==> config.mk <==
export PLATFORM = sky130hd
export DESIGN_NAME = simon_seq_ctrl
export DESIGN_NICKNAME = d
export VERILOG_FILES = /design/src/rtl/simon_seq_pkg.sv /design/src/rtl/simon_seq_wdog.sv /design/src/rtl/simon_seq_ctrl.sv
export SDC_FILE = /design/constraint.sdc
export NUM_CORES = 1
export LEC_CHECK = 0
export BUFFER_PORTS_ARGS = -buffer_cell sky130_fd_sc_hd__buf_2
export CORE_ASPECT_RATIO = 0.6
export CORE_MARGIN = 3
export CORE_UTILIZATION = 55
export DETAILED_ROUTE_END_ITERATION = 10
export PLACE_DENSITY = 0.87
export SYNTH_ARGS = -nofsm -noshare
export SYNTH_HDL_FRONTEND = slang
export SYNTH_SLANG_ARGS = --single-unit
==> constraint.sdc <==
create_clock -name clk -period 3.3 [get_ports clk]
set_clock_uncertainty 0.2 [all_clocks]
set_input_delay 0.33 -clock clk [delete_from_list [all_inputs] [get_ports clk]]
set_output_delay 0.33 -clock clk [all_outputs]
set_load 0.005 [all_outputs]
==> src/rtl/simon_seq_pkg.sv <==
// Shared types and constants for the Simon top-level sequencer.
package simon_seq_pkg;

    typedef enum logic [2:0] {
        ST_IDLE  = 3'd0,
        ST_LOAD  = 3'd1,
        ST_CRYPT = 3'd2,
        ST_DRAIN = 3'd3,
        ST_DONE  = 3'd4,
        ST_ERR   = 3'd5
    } state_e;

    localparam logic [1:0] PH_NONE  = 2'd0;
    localparam logic [1:0] PH_LOAD  = 2'd1;
    localparam logic [1:0] PH_CRYPT = 2'd2;
    localparam logic [1:0] PH_DRAIN = 2'd3;

    localparam int unsigned CNT_W_DEF    = 10;
    localparam int unsigned LOAD_TO_DEF  = 64;
    localparam int unsigned CRYPT_TO_DEF = 512;
    localparam int unsigned DRAIN_TO_DEF = 64;
    localparam int unsigned BLK_W_DEF    = 4;

    // True for the three watched working phases.
    function automatic logic is_active(state_e s);
        return (s == ST_LOAD) || (s == ST_CRYPT) || (s == ST_DRAIN);
    endfunction

    // Error-phase code reported when state s times out.
    function automatic logic [1:0] phase_of(state_e s);
        logic [1:0] ph;
        case (s)
            ST_LOAD:  ph = PH_LOAD;
            ST_CRYPT: ph = PH_CRYPT;
            ST_DRAIN: ph = PH_DRAIN;
            default:  ph = PH_NONE;
        endcase
        return ph;
    endfunction

endpackage

==> src/rtl/simon_seq_wdog.sv <==
// Per-phase watchdog: cycle counter with clear, enable, limit and terminal flag.
module simon_seq_wdog
    import simon_seq_pkg::*;
#(
    parameter int unsigned CNT_W = CNT_W_DEF
) (
    input  logic             clk,
    input  logic             rst_n,
    input  logic             clr_i,
    input  logic             en_i,
    input  logic [CNT_W-1:0] limit_i,
    output logic             term_o
);

    logic [CNT_W-1:0] cnt_q, cnt_d;

    // Terminal while counting and on the last allowed cycle of the phase.
    assign term_o = en_i && (cnt_q == (limit_i - CNT_W'(1)));

    // Clear has priority over counting.
    always_comb begin
        cnt_d = cnt_q;
        if (clr_i) begin
            cnt_d = '0;
        end else if (en_i) begin
            cnt_d = cnt_q + CNT_W'(1);
        end
    end

    // Counter register.
    always_ff @(posedge clk or negedge rst_n) begin
        if (!rst_n) begin
            cnt_q <= '0;
        end else begin
            cnt_q <= cnt_d;
        end
    end

endmodule

==> src/rtl/simon_seq_ctrl.sv <==
// Simon top-level sequencer: LOAD -> CRYPT -> DRAIN -> DONE with watchdogs,
// abort, completed-block counter and state debug bus.
// Optional: define SIMON_SEQ_AUTORESTART_EN to go DONE -> LOAD while start is high.
module simon_seq_ctrl
    import simon_seq_pkg::*;
#(
    parameter int unsigned CNT_W    = CNT_W_DEF,
    parameter int unsigned LOAD_TO  = LOAD_TO_DEF,
    parameter int unsigned CRYPT_TO = CRYPT_TO_DEF,
    parameter int unsigned DRAIN_TO = DRAIN_TO_DEF,
    parameter int unsigned BLK_W    = BLK_W_DEF
) (
    input  logic             clk,
    input  logic             reset,
    input  logic             start,
    input  logic             abort,
    input  logic             in_done,
    input  logic             core_done,
    input  logic             out_done,
    input  logic             txt_done,
    output logic             in_en,
    output logic             core_start,
    output logic             out_start,
    output logic             busy,
    output logic             blk_done,
    output logic             err,
    output logic [1:0]       err_phase,
    output logic [BLK_W-1:0] blk_cnt,
    output logic [2:0]       state_dbg
);

    state_e           state_q, state_d;
    logic             start_q;
    logic             out_seen_q, out_seen_d;
    logic             txt_seen_q, txt_seen_d;
    logic             in_en_q, in_en_d;
    logic             core_start_q, core_start_d;
    logic             out_start_q, out_start_d;
    logic             busy_q, busy_d;
    logic             blk_done_q, blk_done_d;
    logic             err_q, err_d;
    logic [1:0]       err_phase_q, err_phase_d;
    logic [BLK_W-1:0] blk_cnt_q, blk_cnt_d;

    logic             start_rise;
    logic             drain_all;
    logic             wd_clr, wd_en, wd_term;
    logic [CNT_W-1:0] wd_limit;

    assign start_rise = start & ~start_q;
    // A done arriving this cycle counts together with an already latched one.
    assign drain_all  = (out_seen_q | out_done) & (txt_seen_q | txt_done);

    // Select the timeout of the phase currently being watched.
    always_comb begin
        case (state_q)
            ST_CRYPT: wd_limit = CNT_W'(CRYPT_TO);
            ST_DRAIN: wd_limit = CNT_W'(DRAIN_TO);
            default:  wd_limit = CNT_W'(LOAD_TO);
        endcase
    end

    assign wd_en  = is_active(state_q);
    assign wd_clr = abort | (state_d != state_q);

    simon_seq_wdog #(
        .CNT_W(CNT_W)
    ) u_wdog (
        .clk    (clk),
        .rst_n  (reset),
        .clr_i  (wd_clr),
        .en_i   (wd_en),
        .limit_i(wd_limit),
        .term_o (wd_term)
    );

    // Next-state logic; the phase event beats a coinciding timeout, abort beats all.
    always_comb begin
        state_d = state_q;
        case (state_q)
            ST_IDLE: begin
                if (start_rise) state_d = ST_LOAD;
            end
            ST_LOAD: begin
                if (in_done)      state_d = ST_CRYPT;
                else if (wd_term) state_d = ST_ERR;
            end
            ST_CRYPT: begin
                if (core_done)    state_d = ST_DRAIN;
                else if (wd_term) state_d = ST_ERR;
            end
            ST_DRAIN: begin
                if (drain_all)    state_d = ST_DONE;
                else if (wd_term) state_d = ST_ERR;
            end
            ST_DONE: begin
`ifdef SIMON_SEQ_AUTORESTART_EN
                state_d = start ? ST_LOAD : ST_IDLE;
`else
                state_d = ST_IDLE;
`endif
            end
            ST_ERR: begin
                state_d = ST_ERR;
            end
            default: begin
                state_d = ST_IDLE;
            end
        endcase
        if (abort) state_d = ST_IDLE;
    end

    // Registered outputs are derived from the upcoming state so they align with it.
    always_comb begin
        in_en_d      = (state_d == ST_LOAD);
        busy_d       = is_active(state_d);
        core_start_d = (state_q == ST_LOAD)  && (state_d == ST_CRYPT);
        out_start_d  = (state_q == ST_CRYPT) && (state_d == ST_DRAIN);
        blk_done_d   = (state_d == ST_DONE);
        blk_cnt_d    = blk_done_d ? (blk_cnt_q + BLK_W'(1)) : blk_cnt_q;
        err_d        = (state_d == ST_ERR);
        err_phase_d  = PH_NONE;
        if (state_d == ST_ERR) begin
            err_phase_d = (state_q == ST_ERR) ? err_phase_q : phase_of(state_q);
        end
        out_seen_d = 1'b0;
        txt_seen_d = 1'b0;
        if ((state_q == ST_DRAIN) && (state_d == ST_DRAIN)) begin
            out_seen_d = out_seen_q | out_done;
            txt_seen_d = txt_seen_q | txt_done;
        end
    end

    // State, edge-detect, drain latches and output registers.
    always_ff @(posedge clk or negedge reset) begin
        if (!reset) begin
            state_q      <= ST_IDLE;
            start_q      <= 1'b0;
            out_seen_q   <= 1'b0;
            txt_seen_q   <= 1'b0;
            in_en_q      <= 1'b0;
            core_start_q <= 1'b0;
            out_start_q  <= 1'b0;
            busy_q       <= 1'b0;
            blk_done_q   <= 1'b0;
            err_q        <= 1'b0;
            err_phase_q  <= '0;
            blk_cnt_q    <= '0;
        end else begin
            state_q      <= state_d;
            start_q      <= start;
            out_seen_q   <= out_seen_d;
            txt_seen_q   <= txt_seen_d;
            in_en_q      <= in_en_d;
            core_start_q <= core_start_d;
            out_start_q  <= out_start_d;
            busy_q       <= busy_d;
            blk_done_q   <= blk_done_d;
            err_q        <= err_d;
            err_phase_q  <= err_phase_d;
            blk_cnt_q    <= blk_cnt_d;
        end
    end

    assign in_en      = in_en_q;
    assign core_start = core_start_q;
    assign out_start  = out_start_q;
    assign busy       = busy_q;
    assign blk_done   = blk_done_q;
    assign err        = err_q;
    assign err_phase  = err_phase_q;
    assign blk_cnt    = blk_cnt_q;
    assign state_dbg  = state_q;

endmodule

==> results by group <==
Run status
  – Status: complete, no violations

Routing
  – DRT iter0 DRCs: 153
  – Final WL: about 3000 um
  – WL per Instance: 15.73 um
  – Vias: between 1000 and 1500
  – Number of remaining DRC errors: 0
  – 1st-pass router iterations: 4
  – Post-DRT Antenna Nets: 0
  – Post-DR vias/cell: 5.680

Finish
  – Non-Filler Instances: 194
  – Ant. Diodes: 0
  – Share of cells above drive strength 1: 21.95%
  – Area grow syn2layout: 15.62%
  – Nets@finish: about 180
  – Fill cell count: 173
  – Design area: around 1600 um^2

Synth
  – Synth warn: 0
  – Seq/Total Area, Yosys: between 40% and 50%
  – Yosys cell types: 48
  – Number of flops mapped to enable cells by yosys: 0
  – Fraction of registers with async set/reset: 100.0%
  – Commonest register cell after synthesis: dfrtp_1
  – Avg Inst Size Synth: 10.13 um^2
  – FF+latch count, synth: 28
  – Mapped Cells: 140
  – Syn_nets: 150
  – Netlist Area Pre-Place: 1418 um^2

Worst setup path
  – Worst path required time: 3280 ps
  – CP peak stage delay: 690 ps
  – Critical Path AT: 2710 ps
  – Bufs and invs on worst path: 0
  – Worst-path fanout max: 15
  – Crit path depth: 6
  – R2R depth: 6
  – Setup crit start kind: flip-flop
  – Crit path max-delay family: compound AO/OA/AOI/OAI gates
  – Worst setup EP type: flip-flop
  – Critical Path Slowest Stage Cell: dfrtp_1
  – Critical path class: reg2reg
  – CP cell instances: o21bai_2 > nor4_4 > a211oi_1 > a2111oi_4 > nand2_2 > mux2_4

Min path
  – Worst Hold Path Cells: 2
  – HP Class: in2reg

STA
  – Tcrit/Tclk final: 83.00%
  – Slew headroom: between 50% and 60%
  – Tmin final: 2739 ps
  – Fin. max-slew vios: 0
  – Setup TNS: 0 ps
  – RSZ-0062 raised after global routing: false
  – Worst Hold Slack: 97.45 ps
  – Final setup vio count: 0
  – Fmax: 0.3651 GHz
  – Worst Tran Pin Value: 723.5 ps
  – Fin. Hold Viols: 0

Global route
  – Gr usage total: 20.10%
  – Initial antenna violation count: 0
  – Largest net degree at the start of global routing: 29
  – Vias in the first global route: 1028
  – First-pass GRT wire length: 4892 um
  – Total grt overflow: 0

Clock tree
  – H-tree Lvls: 1
  – Setup bufs post-CTS: 0
  – Cts bufs inserted: 3
  – Clk slew on worst S/H paths: 100 ps
  – Root buf cell: clkbuf_8
  – Clock Sinks: 28
  – Max Root-Sink Buffers: 2
  – TritonCTS clock tree: yes
  – Clk Latency, worst-skew pair: 280 ps

Placed design
  – Hpwl dp: 2272 um
  – Final Wtd Congestion: 0.8697
  – Placed insts: 188
  – Dpl cell area: 1548 um^2
  – Port-buffer cells: 22

Floorplan
  – Core ar.: 2310 um^2
  – Die Height: 45.33 um
  – Initial core utilization: between 60% and 70%
  – Row count: 13
  – Die Width: 71.54 um
  – Ports: 23
  – Die Area: 3243 um^2

Flow run
  – Max cap viols: 0

Pwr
  – Pwr Total: ~750 uW
  – Pleak: 0.0007841 uW
  – Max VDD drop: 0.0002762 V
  – Pwr per Cell Area: 457.0 nW/um^2
==> where the power goes <==
| part | internal, uW | switching, uW | total [uW] |
|---|---|---|---|
| clock network | 163 | 106 | 269 |
| logic | 39.6 | 63.0 | 103 |
| registers | 358 | 19.5 | 378 |
==> area by class of cell <==
class | instances | area [um^2] | share of cell area, %
clock inverters | 1 | 30.03 | 1.832
repair buffers | 24 | 130.1 | 7.939
well taps | 30 | 37.54 | 2.290
flip-flops and latches | 28 | 700.7 | 42.75
inverters | 6 | 22.52 | 1.374
clock buffers | 3 | 41.29 | 2.519
multi-input cells | 102 | 676.9 | 41.30
==> cells in the mapped netlist, types with 2 or more instances <==
cell type	n	share of area [%]
inv_1	4	1.1
ha_1	2	1.8
a31oi_1	2	0.88
a211oi_1	2	1.1
clkbuf_1	2	0.53
nand2b_1	2	0.88
and3_1	2	0.88
xor2_1	5	3.1
buf_2	2	0.71
inv_2	2	0.53
nor3_1	3	1.1
nand2_1	16	4.2
o21a_1	2	1.1
nor2b_1	2	0.88
a21oi_1	3	1.1
xnor2_1	7	4.3
nand4_1	2	0.88
dfrtp_1	28	49
nand3_1	7	2.5
nor2_1	17	4.5
==> sequential cells by signal (all words and copies together), names as in the netlist <==
register / count
state_dbg: 3
err: 1
out_start: 1
start_q: 1
err_phase: 2
busy: 1
txt_seen_q: 1
core_start: 1
out_seen_q: 1
blk_done: 1
u_wdog.cnt_q: 10
in_en: 1
blk_cnt: 4
==> kinds of logic (layout without fill, tap and decap cells) <==
logic type / count (synthesis) / after routing / synth area share (%)
AOI/OAI and AO/OA: 24 / 24 / 14.21
buffers and inverters: 10 / 34 / 2.824
muxes: 2 / 2 / 1.765
DFF: 28 / 28 / 49.43
adders and majority gates: 2 / 2 / 1.765
xor gates and xnor gates: 12 / 12 / 7.414
and+or+nand+nor: 62 / 62 / 22.60
==> worst reg2reg max path, cell delays in order, from the launching register on <==
cell       delay, ps
dfrtp_1          690
o21bai_2         240
nor4_4           410
a211oi_1         170
a2111oi_4        460
nand2_2          160
mux2_4           310
==> placed cells by master, fill, tap and decap left out, types with 3 or more instances in the layout <==
master / Yosys / routed
dfrtp_1: 28 / 28
nor3_1: 3 / 3
nor2_1: 17 / 17
xor2_1: 5 / 5
a21oi_1: 3 / 3
inv_1: 4 / 4
buf_2: 2 / 22
clkbuf_8: 0 / 3
nand3_1: 7 / 7
nand2_1: 16 / 16
xnor2_1: 7 / 7
==> layer usage <==
metal	GRT usage [%]	up-vias	wire length [um]
met4	6.742	0	35
met5	0	-	0
met1	28.71	527	1462
met3	5.111	6	229
li1	-	529	-
met2	30.11	40	1324
==> per-stage QoR <==
stage	util [%]	setup WS [ps]
floorplan	-	926.4
global placement	67.01	796.7
detailed placement	67.01	614.9
CTS	70.96	589.9
global route	70.96	419.6
finish	70.96	560.9
==> final timing paths <==
kind                       slack, ps               to    startpoint
min reg2reg                      280       blk_cnt[3]    blk_cnt[3]
max in group asynchronous       2130  u_wdog.cnt_q[3]         reset
min in group asynchronous        380       blk_cnt[3]         reset
min                              100       out_seen_q      out_done
max                              560       blk_cnt[1]  state_dbg[0]
max reg2reg                      560       blk_cnt[1]  state_dbg[0]
==> repair_timing <==
| action | CTS | global route |
|---|---|---|
| hold buffers | 2 | 0 |
| hold endpoints to repair | 29 | 0 |
| gates resized for setup | 0 | 0 |
| setup endpoints to repair | 0 | 0 |
(Power assumes the default switching activity.)
